**src/rtl/iot_event_arbiter.sv**
```systemverilog
// iot_event_arbiter
//   Buffers one connect/disconnect event per device gateway and issues them
//   to the active-devices monitor one per cycle, round-robin. A shadow of the
//   monitor's 8-bit count refuses events that would overflow past
//   MAX_DEVICES or underflow below zero.
//
// Parameters
//   ID_W        requester index width, N_REQ = 2**ID_W
//   MAX_DEVICES upper bound on the active count (1..255)
//
// Build option
//   ARB_FIXED_PRIORITY_EN  when defined, the lowest pending index always wins
//                          and last_grant no longer steers selection.
//
// Ports
//   clk, rst      clock, synchronous active-high reset
//   freeze        blocks grants; capture continues
//   req_valid     per-requester event valid
//   req_dir       per-requester direction (1 = connect, 0 = disconnect)
//   req_ready     per-requester ready (= ~pending)
//   change        registered one-cycle pulse per issued event
//   on_off        registered direction of the last issued event
//   grant_id      registered index of the last granted requester
//   reject        registered one-cycle pulse when a granted event is refused
//   active_count  shadow of the monitor count
//   busy          any event pending
module iot_event_arbiter #(
  parameter int ID_W        = 2,
  parameter int MAX_DEVICES = 255
) (
  input  logic                  clk,
  input  logic                  rst,
  input  logic                  freeze,
  input  logic [2**ID_W-1:0]    req_valid,
  input  logic [2**ID_W-1:0]    req_dir,
  output logic [2**ID_W-1:0]    req_ready,
  output logic                  change,
  output logic                  on_off,
  output logic [ID_W-1:0]       grant_id,
  output logic                  reject,
  output logic [7:0]            active_count,
  output logic                  busy
);

  localparam int N_REQ = 2**ID_W;

  typedef enum logic [1:0] {
    ST_IDLE,
    ST_ARB,
    ST_FROZEN
  } ctrl_e;

  logic [N_REQ-1:0] pending_q, pending_d;
  logic [N_REQ-1:0] pdir_q, pdir_d;
  logic [N_REQ-1:0] capture;
  logic [N_REQ-1:0] grant_mask;
  logic [ID_W-1:0]  last_grant_q;
  logic [ID_W-1:0]  grant_id_q;
  logic             change_q, reject_q, on_off_q;
  logic [7:0]       count_q;

  ctrl_e            state;
  logic             grant;
  logic             found;
  logic [ID_W-1:0]  win;
  logic [ID_W-1:0]  idx;
  logic             win_dir;
  logic             refuse;

  // Control state is a pure decode of freeze and busy; it carries no history.
  always_comb begin
    if (freeze)
      state = ST_FROZEN;
    else if (|pending_q)
      state = ST_ARB;
    else
      state = ST_IDLE;
  end

  // Winner search over the pending flags.
  always_comb begin
    found = 1'b0;
    win   = '0;
    idx   = '0;
    for (int unsigned k = 0; k < N_REQ; k++) begin
`ifdef ARB_FIXED_PRIORITY_EN
      idx = ID_W'(k);
`else
      // Index arithmetic wraps naturally at N_REQ = 2**ID_W.
      idx = last_grant_q + ID_W'(k + 1);
`endif
      if (!found && pending_q[idx]) begin
        found = 1'b1;
        win   = idx;
      end
    end
  end

  assign grant      = (state == ST_ARB) && found;
  assign grant_mask = grant ? (N_REQ'(1) << win) : '0;
  assign win_dir    = pdir_q[win];
  assign refuse     = win_dir ? (count_q == 8'(MAX_DEVICES)) : (count_q == 8'd0);

  // The winner's ready was low, so capture and clear never hit the same bit.
  assign capture   = req_valid & ~pending_q;
  assign pending_d = (pending_q | capture) & ~grant_mask;
  assign pdir_d    = (pdir_q & ~capture) | (req_dir & capture);

  always_ff @(posedge clk) begin
    if (rst) begin
      pending_q    <= '0;
      pdir_q       <= '0;
      last_grant_q <= '1;
      grant_id_q   <= '0;
      change_q     <= 1'b0;
      reject_q     <= 1'b0;
      on_off_q     <= 1'b1;
      count_q      <= '0;
    end else begin
      pending_q <= pending_d;
      pdir_q    <= pdir_d;
      change_q  <= 1'b0;
      reject_q  <= 1'b0;
      if (grant) begin
        last_grant_q <= win;
        grant_id_q   <= win;
        if (refuse) begin
          reject_q <= 1'b1;
        end else begin
          change_q <= 1'b1;
          on_off_q <= win_dir;
          count_q  <= win_dir ? count_q + 8'd1 : count_q - 8'd1;
        end
      end
    end
  end

  assign req_ready    = ~pending_q;
  assign busy         = |pending_q;
  assign change       = change_q;
  assign reject       = reject_q;
  assign on_off       = on_off_q;
  assign grant_id     = grant_id_q;
  assign active_count = count_q;

endmodule

```
**config.mk**
```make
export PLATFORM = sky130hd
export DESIGN_NAME = iot_event_arbiter
export DESIGN_NICKNAME = d
export VERILOG_FILES = /design/src/rtl/iot_event_arbiter.sv
export SDC_FILE = /design/constraint.sdc
export NUM_CORES = 1
export LEC_CHECK = 0
export ABC_AREA = 1
export CAP_MARGIN = 20
export CORE_MARGIN = 2
export CORE_UTILIZATION = 48
export CTS_CLUSTER_SIZE = 10
export DETAILED_ROUTE_END_ITERATION = 8
export MAX_ROUTING_LAYER = met4
export PLACE_DENSITY = 0.79
export SLEW_MARGIN = 20
export SYNTH_ARGS = -nofsm -noshare
export SYNTH_HDL_FRONTEND = slang
export SYNTH_SLANG_ARGS = --single-unit
```
**constraint.sdc**
```tcl
create_clock -name clk -period 2.3 [get_ports clk]
set_input_delay 0.69 -clock clk [delete_from_list [all_inputs] [get_ports clk]]
set_output_delay 0.69 -clock clk [all_outputs]
set_load 0.02 [all_outputs]
```
==> results of run 1 <==
[routing by layer]
layer	GRT usage (%)	vias to the layer above
met2	42.0	66
met5	-	-
met4	10.6	0
li1	-	897
met1	28.4	849
met3	3.24	8
[report_power, final]
part / switching (uW) / internal (uW)
clock network: 135 / 66.3
logic: 1680 / 1340
registers: 153 / 524
[metrics by stage]
step	utilization (%)	TNS, ns	instance area [um^2]	power, uW	hold WS (ns)
floorplan	-	0	1670	2370	0.445
finish	72.2	-1.05	2410	3900	0.480
detailed placement	64.7	-0.380	2160	3180	0.463
global route	72.2	-2.59	2410	4210	0.509
global placement	64.7	-0.198	2160	3150	0.458
CTS	67.8	-0.160	2260	3540	0.482
[kinds of logic after synthesis]
kind of cell,after synthesis,synth area share [%]
adder cells (fa/ha/maj),1,0.751
AO/OA/AOI/OAI,45,17.7
flip-flops,23,27.6
XOR/XNOR,2,1.05
buffers and inverters,47,12.6
AND/OR/NAND/NOR,121,40.3
[path summary, 6_finish.rpt]
path | startpoint | endpoint
worst min-delay path | grant_id[0] | grant_id[0]
worst max-delay path | last_grant_q[0] | active_count[4]
worst min register to register | grant_id[0] | grant_id[0]
worst max register to register | last_grant_q[0] | active_count[4]
[worst max-delay path: stages (launching register included)]
cell      delay [ns]
dfxtp_4         0.38
buf_12          0.13
inv_8           0.07
nand2_1         0.05
nand3_1         0.08
nand2_2         0.10
buf_4           0.15
nand3b_4        0.09
nor2_2          0.05
nor2_4          0.18
nand3_4         0.12
nand3_2         0.10
nand2_2         0.06
inv_1           0.06
ha_1            0.15
inv_1           0.06
nand2_2         0.09
nand3_4         0.08
o21ai_2         0.16
o21ai_1         0.09
o21a_1          0.17
[cell type report]
| cell class | count | area, um^2 | share of cell area [%] |
|---|---|---|---|
| Timing Repair Buffer | 61 | 558 | 23.2 |
| Tap cell | 46 | 57.6 | 2.39 |
| Sequential cell | 23 | 467 | 19.4 |
| Clock buffer | 3 | 22.5 | 0.935 |
| Clock inverter | 1 | 7.51 | 0.312 |
| Inverter | 42 | 168 | 6.96 |
| Multi-Input combinational cell | 169 | 1130 | 46.9 |
[cell usage in the layout, fill, tap and decap left out, types with 2 or more instances in the layout]
cell / netlist / layout
nand2_4: 6 / 11
nand3_1: 22 / 14
nand2_1: 42 / 34
nor2_1: 15 / 13
nor3_1: 3 / 3
o211ai_1: 5 / 5
clkbuf_4: 0 / 3
a21oi_2: 2 / 2
a21oi_1: 17 / 17
clkdlybuf4s50_1: 0 / 27
o21ai_4: 2 / 2
o21ai_1: 2 / 3
o21ai_0: 10 / 7
nand2_2: 20 / 23
o21ai_2: 0 / 2
nand4_1: 3 / 3
inv_1: 35 / 30
dfxtp_1: 23 / 20
nand3_4: 2 / 4
dfxtp_2: 0 / 2
inv_2: 4 / 9
o41ai_1: 3 / 2
nor2_2: 1 / 3
nand3_2: 0 / 6
buf_4: 0 / 31
o21a_1: 2 / 2
[timing repair]
| action | in CTS | in global routing |
|---|---|---|
| gates cloned | 0 | 1 |
| pin swaps | 8 | 9 |
| setup buffers | 2 | 5 |
| gates resized for setup | 19 | 22 |
| setup endpoints to repair | 8 | 11 |
==> impl_metrics.ini, run 1 <==
[run_status]
status = complete, but fails checks
failed_checks = negative setup slack

[finish]
area_delta_synth_final_pct = 44.6
fin_nets = 312
fin_cells = 345
drive_above_1_share_pct = 37.5
fillers = 264
diodes = 0

[sta]
worst_slew_pin_slew_ns = 0.481
setup_violations = 8
fin_crit_sh_pct = 109
rsz0062_at_grt = yes
fin_skew_ns = 0.00893
fmax_ghz = 0.399
drv_slew = 0
hold_viol_final = 0
fin_crit_ns = 2.51
setup_slack_ns = -0.207
max_slew_margin_pct = 67.5

[clock_tree]
clockRootBuffer = clkbuf_4
hold_buffers = 0
htreeDepth = 1
clk_latency_ns = 0.32
cts_tree = built
cts_sinks = 23
clkTransAtPathRegs_ns = 0.14
numCtsBuffers = 3
clockBufferDepth = 2

[setup_path]
required_ns = 2.53
critPathKind = reg2reg
cp-end-kind = flip-flop
critPathLaunchType = flip-flop
critical_path_peak_fanout = 8
ff2ff_setup_slack_ns = -0.21
r2r_cells = 20
crit_arrival_ns = 2.74

[route]
drc = 0
vias = 1820
wl_met1_um = 1970
wl_per_cell_um = 14.3
wirelength_um = 4930
wl_met3_um = 321
drt_iter0_markers = 116
viasPerCell = 5.28
route.met2.wl_um = 2540
routed.top_layer = met4
ant_nets = 0
drt_first_pass_iters = 4

[placed_design]
dp.cells = 333
gp_congestion = 0.911
port_buffers = 28
dpl.hpwl_um = 3280
preCtsSetupSlack_ns = -0.134

[min_path]
whs_path_depth = 2
hp-class = reg2reg

[yosys]
async_flop_share_pct = 0
synth.most_common_cell = nand2_1
synth_area_leaders = dfxtp_1 (28%), nand2_1 (9.5%), inv_1 (7.9%), nand2_2 (7.5%), nand3_1 (6.6%)
yosysUniqueCellTypes = 39
synthCells = 239
ys_top_cells_by_count = nand2_1 (42), inv_1 (35), dfxtp_1 (23)
synth_top_cell_area_share_pct = 27.6
synth_largest_area_cell = dfxtp_1
ys_ff_latch = 23
synth_edf_count = 0
synth_ff_type = dfxtp_1
syn_area_um2 = 1670
yosysWarningCount = 0
ys_seq_area_share_pct = 27.6
mappedNetlistNets = 251
postSynthAreaPerCell_um2 = 6.97

[floorplan]
design.core.area_um2 = 3340
start_util_pct = 49.9
die_x_um = 62.9
rows = 21
die-area_um2 = 3960
die_y_um = 62.9
ios = 29

[grt]
grt_use_total_pct = 24.5
antenna_found_initial = 0
grt_pass1_wl_um = 7590
grt_max_degree = 15
grt-ovfl-total = 0
grt_pass1_vias = 1717

[pwr]
power.leakage_uw = 0.00109
powerDensity_nw_per_um2 = 1620
ir_drop_mv = 1.08

[run]
drv_cap = 0
Power figures use the tool's default switching activity.
==> run 2, diff against run 1 <==
--- a/config.mk
+++ b/config.mk
@@ -8,11 +8,12 @@
 export ABC_AREA = 1
 export CAP_MARGIN = 20
 export CORE_MARGIN = 2
-export CORE_UTILIZATION = 48
+export CORE_UTILIZATION = 49
+export CTS_BUF_LIST = sky130_fd_sc_hd__clkbuf_2 sky130_fd_sc_hd__clkbuf_4 sky130_fd_sc_hd__clkbuf_8
 export CTS_CLUSTER_SIZE = 10
 export DETAILED_ROUTE_END_ITERATION = 8
 export MAX_ROUTING_LAYER = met4
-export PLACE_DENSITY = 0.79
+export PLACE_DENSITY = 0.81
 export SLEW_MARGIN = 20
 export SYNTH_ARGS = -nofsm -noshare
 export SYNTH_HDL_FRONTEND = slang
==> impl_metrics.ini, run 2 (synthesis gave the netlist of run 1 again) <==
[run_status]
status = complete, but fails checks
failed_checks = negative setup slack

[finish]
stdcell_area_um2 = 2480
final_common_cell = buf_4
fillers = 239
drive_above_1_share_pct = 40.3
diodes = 0
fin_cells = 349
mostFrequentLayoutCells = buf_4 (32), nand2_1 (30), inv_1 (28)
fin_util_pct = 74.9
area_delta_synth_final_pct = 48.9
fin_nets = 316

[placed_design]
place_area_um2 = 2160
port_buffers = 28
dp.cells = 333
dpl.hpwl_um = 3360
gp_congestion = 0.865

[clock_tree]
numCtsBuffers = 3
htreeDepth = 1
clkTransAtPathRegs_ns = 0.14
clk_latency_ns = 0.34
clockRootBuffer = clkbuf_4
cts_sinks = 23
cts_tree = built
clockBufferDepth = 2

[floorplan]
start_util_pct = 50.3
design.core.area_um2 = 3310
ios = 29
die_y_um = 62.3
die-area_um2 = 3880
die_x_um = 62.3
rows = 21

[sta]
fmax_ghz = 0.395
max_slew_margin_pct = 63.1
setup_slack_ns = -0.233
rsz0062_at_grt = yes
fin_skew_ns = 0.00761
fin_crit_ns = 2.53
worst_slew_pin_slew_ns = 0.547
setup_violations = 9
drv_slew = 0
hold_viol_final = 0
fin_crit_sh_pct = 110

[route]
viasPerCell = 5.27
drt_iter0_markers = 121
ant_nets = 0
drc = 0
wl_per_cell_um = 14.1
wirelength_um = 4920
drt_first_pass_iters = 4
vias = 1838

[pwr]
swShare_pct = 50.7
p_int_uw = 1990
power_uw = 4040
power.leakage_uw = 0.00113
p_clk_share_pct = 5.2
p_comb_share_pct = 78.3
power_frac_seq_pct = 16.5
ir_drop_mv = 1.06
p_switching_uw = 2050
powerDensity_nw_per_um2 = 1630

[min_path]
hp-class = reg2reg
whs_path_depth = 2

[setup_path]
critPathBufInv = 4
cpLargestDelayFamily = simple AND/OR/NAND/NOR gates
crit_path_top_delay_cell = dfxtp_4
cp.depth = 24
crit_arrival_ns = 2.79
crit_chain = buf_12, inv_8, nand2_2, nand2_2, nand2_2, nand2_2, nand2_4, nand4_4, nand2_8, nand2_4, nand3_4, nand3_4, nand2_2, inv_2, ha_1, inv_1, nand2_2, nand3_2, nor2_1, nand2_1, nand3_1, nand2_1, nor2_1, nor2_1
critPathKind = reg2reg
cp-end-kind = flip-flop
r2r_cells = 24
required_ns = 2.55
ff2ff_setup_slack_ns = -0.23
critPathLaunchType = flip-flop
critical_path.most_common_cell = nand2_2
critical_path_peak_fanout = 8
max_stage_delay_ns = 0.39

[grt]
antenna_found_initial = 0
grt_max_degree = 15
grt_pass1_wl_um = 7820
grt_use_total_pct = 25.4
grt_pass1_vias = 1730
grt-ovfl-total = 0

[run]
drv_cap = 0
==> run 2: cell types whose count changed in the layout (fill, tap and decap cells not counted), sizes merged <==
cell and delta:
clkdlybuf4s15 -1, buf +5
==> run 2: worst paths after layout <==
kind / end / from
hold reg to reg: grant_id[0] / grant_id[0]
hold / removal: grant_id[0] / grant_id[0]
setup reg to reg: active_count[6] / last_grant_q[0]
setup / recovery: active_count[6] / last_grant_q[0]
==> run 2: worst reg2reg max path, stage by stage, from the launching register on <==
cell and delay (ns):
dfxtp_4 0.39, buf_12 0.13, inv_8 0.07, nand2_2 0.05, nand2_2 0.10, nand2_2 0.06
nand2_2 0.09, nand2_4 0.06, nand4_4 0.16, nand2_8 0.09, nand2_4 0.07, nand3_4 0.12
nand3_4 0.12, nand2_2 0.07, inv_2 0.05, ha_1 0.14, inv_1 0.05, nand2_2 0.06
nand3_2 0.08, nor2_1 0.11, nand2_1 0.10, nand3_1 0.08, nand2_1 0.05, nor2_1 0.09
nor2_1 0.05
==> run 2: through the flow <==
stage	setup slack [ns]	hold slack [ns]	setup TNS, ns
after CTS	-0.0914	0.486	-0.274
after global placement	-0.0920	0.459	-0.179
after global routing	-0.421	0.503	-2.66
after detailed placement	-0.154	0.466	-0.354
after floorplan	0.0205	0.445	0
final	-0.233	0.480	-1.16
==> run 2: metal layers <==
metal	up-vias	routed length (um)	GRT usage (%)
li1	914	-	-
met1	842	2070	31.8
met2	62	2440	42.1
met3	20	229	2.54
met4	0	177	10.8
met5	-	0	-
==> run 2: what timing repair did <==
item / CTS / global route
setup endpoints to repair: 9 / 11
hold buffers: 0 / 0
gates cloned: 0 / 1
endpoints found under the hold margin: 0 / 0
buffers inserted: 2 / 9
pin swaps: 12 / 25
resized for setup: 17 / 45
==> run 2: area by class of cell <==
type / instances / area (um^2) / share of cell area [%]
clock buffer: 3 / 22.5 / 0.908
clock inverter: 1 / 7.51 / 0.303
inverter: 42 / 170 / 6.86
multi-input combinational: 169 / 1150 / 46.5
sequential: 23 / 469 / 18.9
tap: 46 / 57.6 / 2.32
timing repair buffer: 65 / 601 / 24.2
==> run 2: power groups by stage <==
stage               clock network (uW)  logic (uW)  registers (uW)
floorplan                            0        1610             752
global placement                     0        2470             655
detailed placement                   0        2520             657
CTS                                213        2660             651
global route                       237        3430             680
finish                             209        3160             665
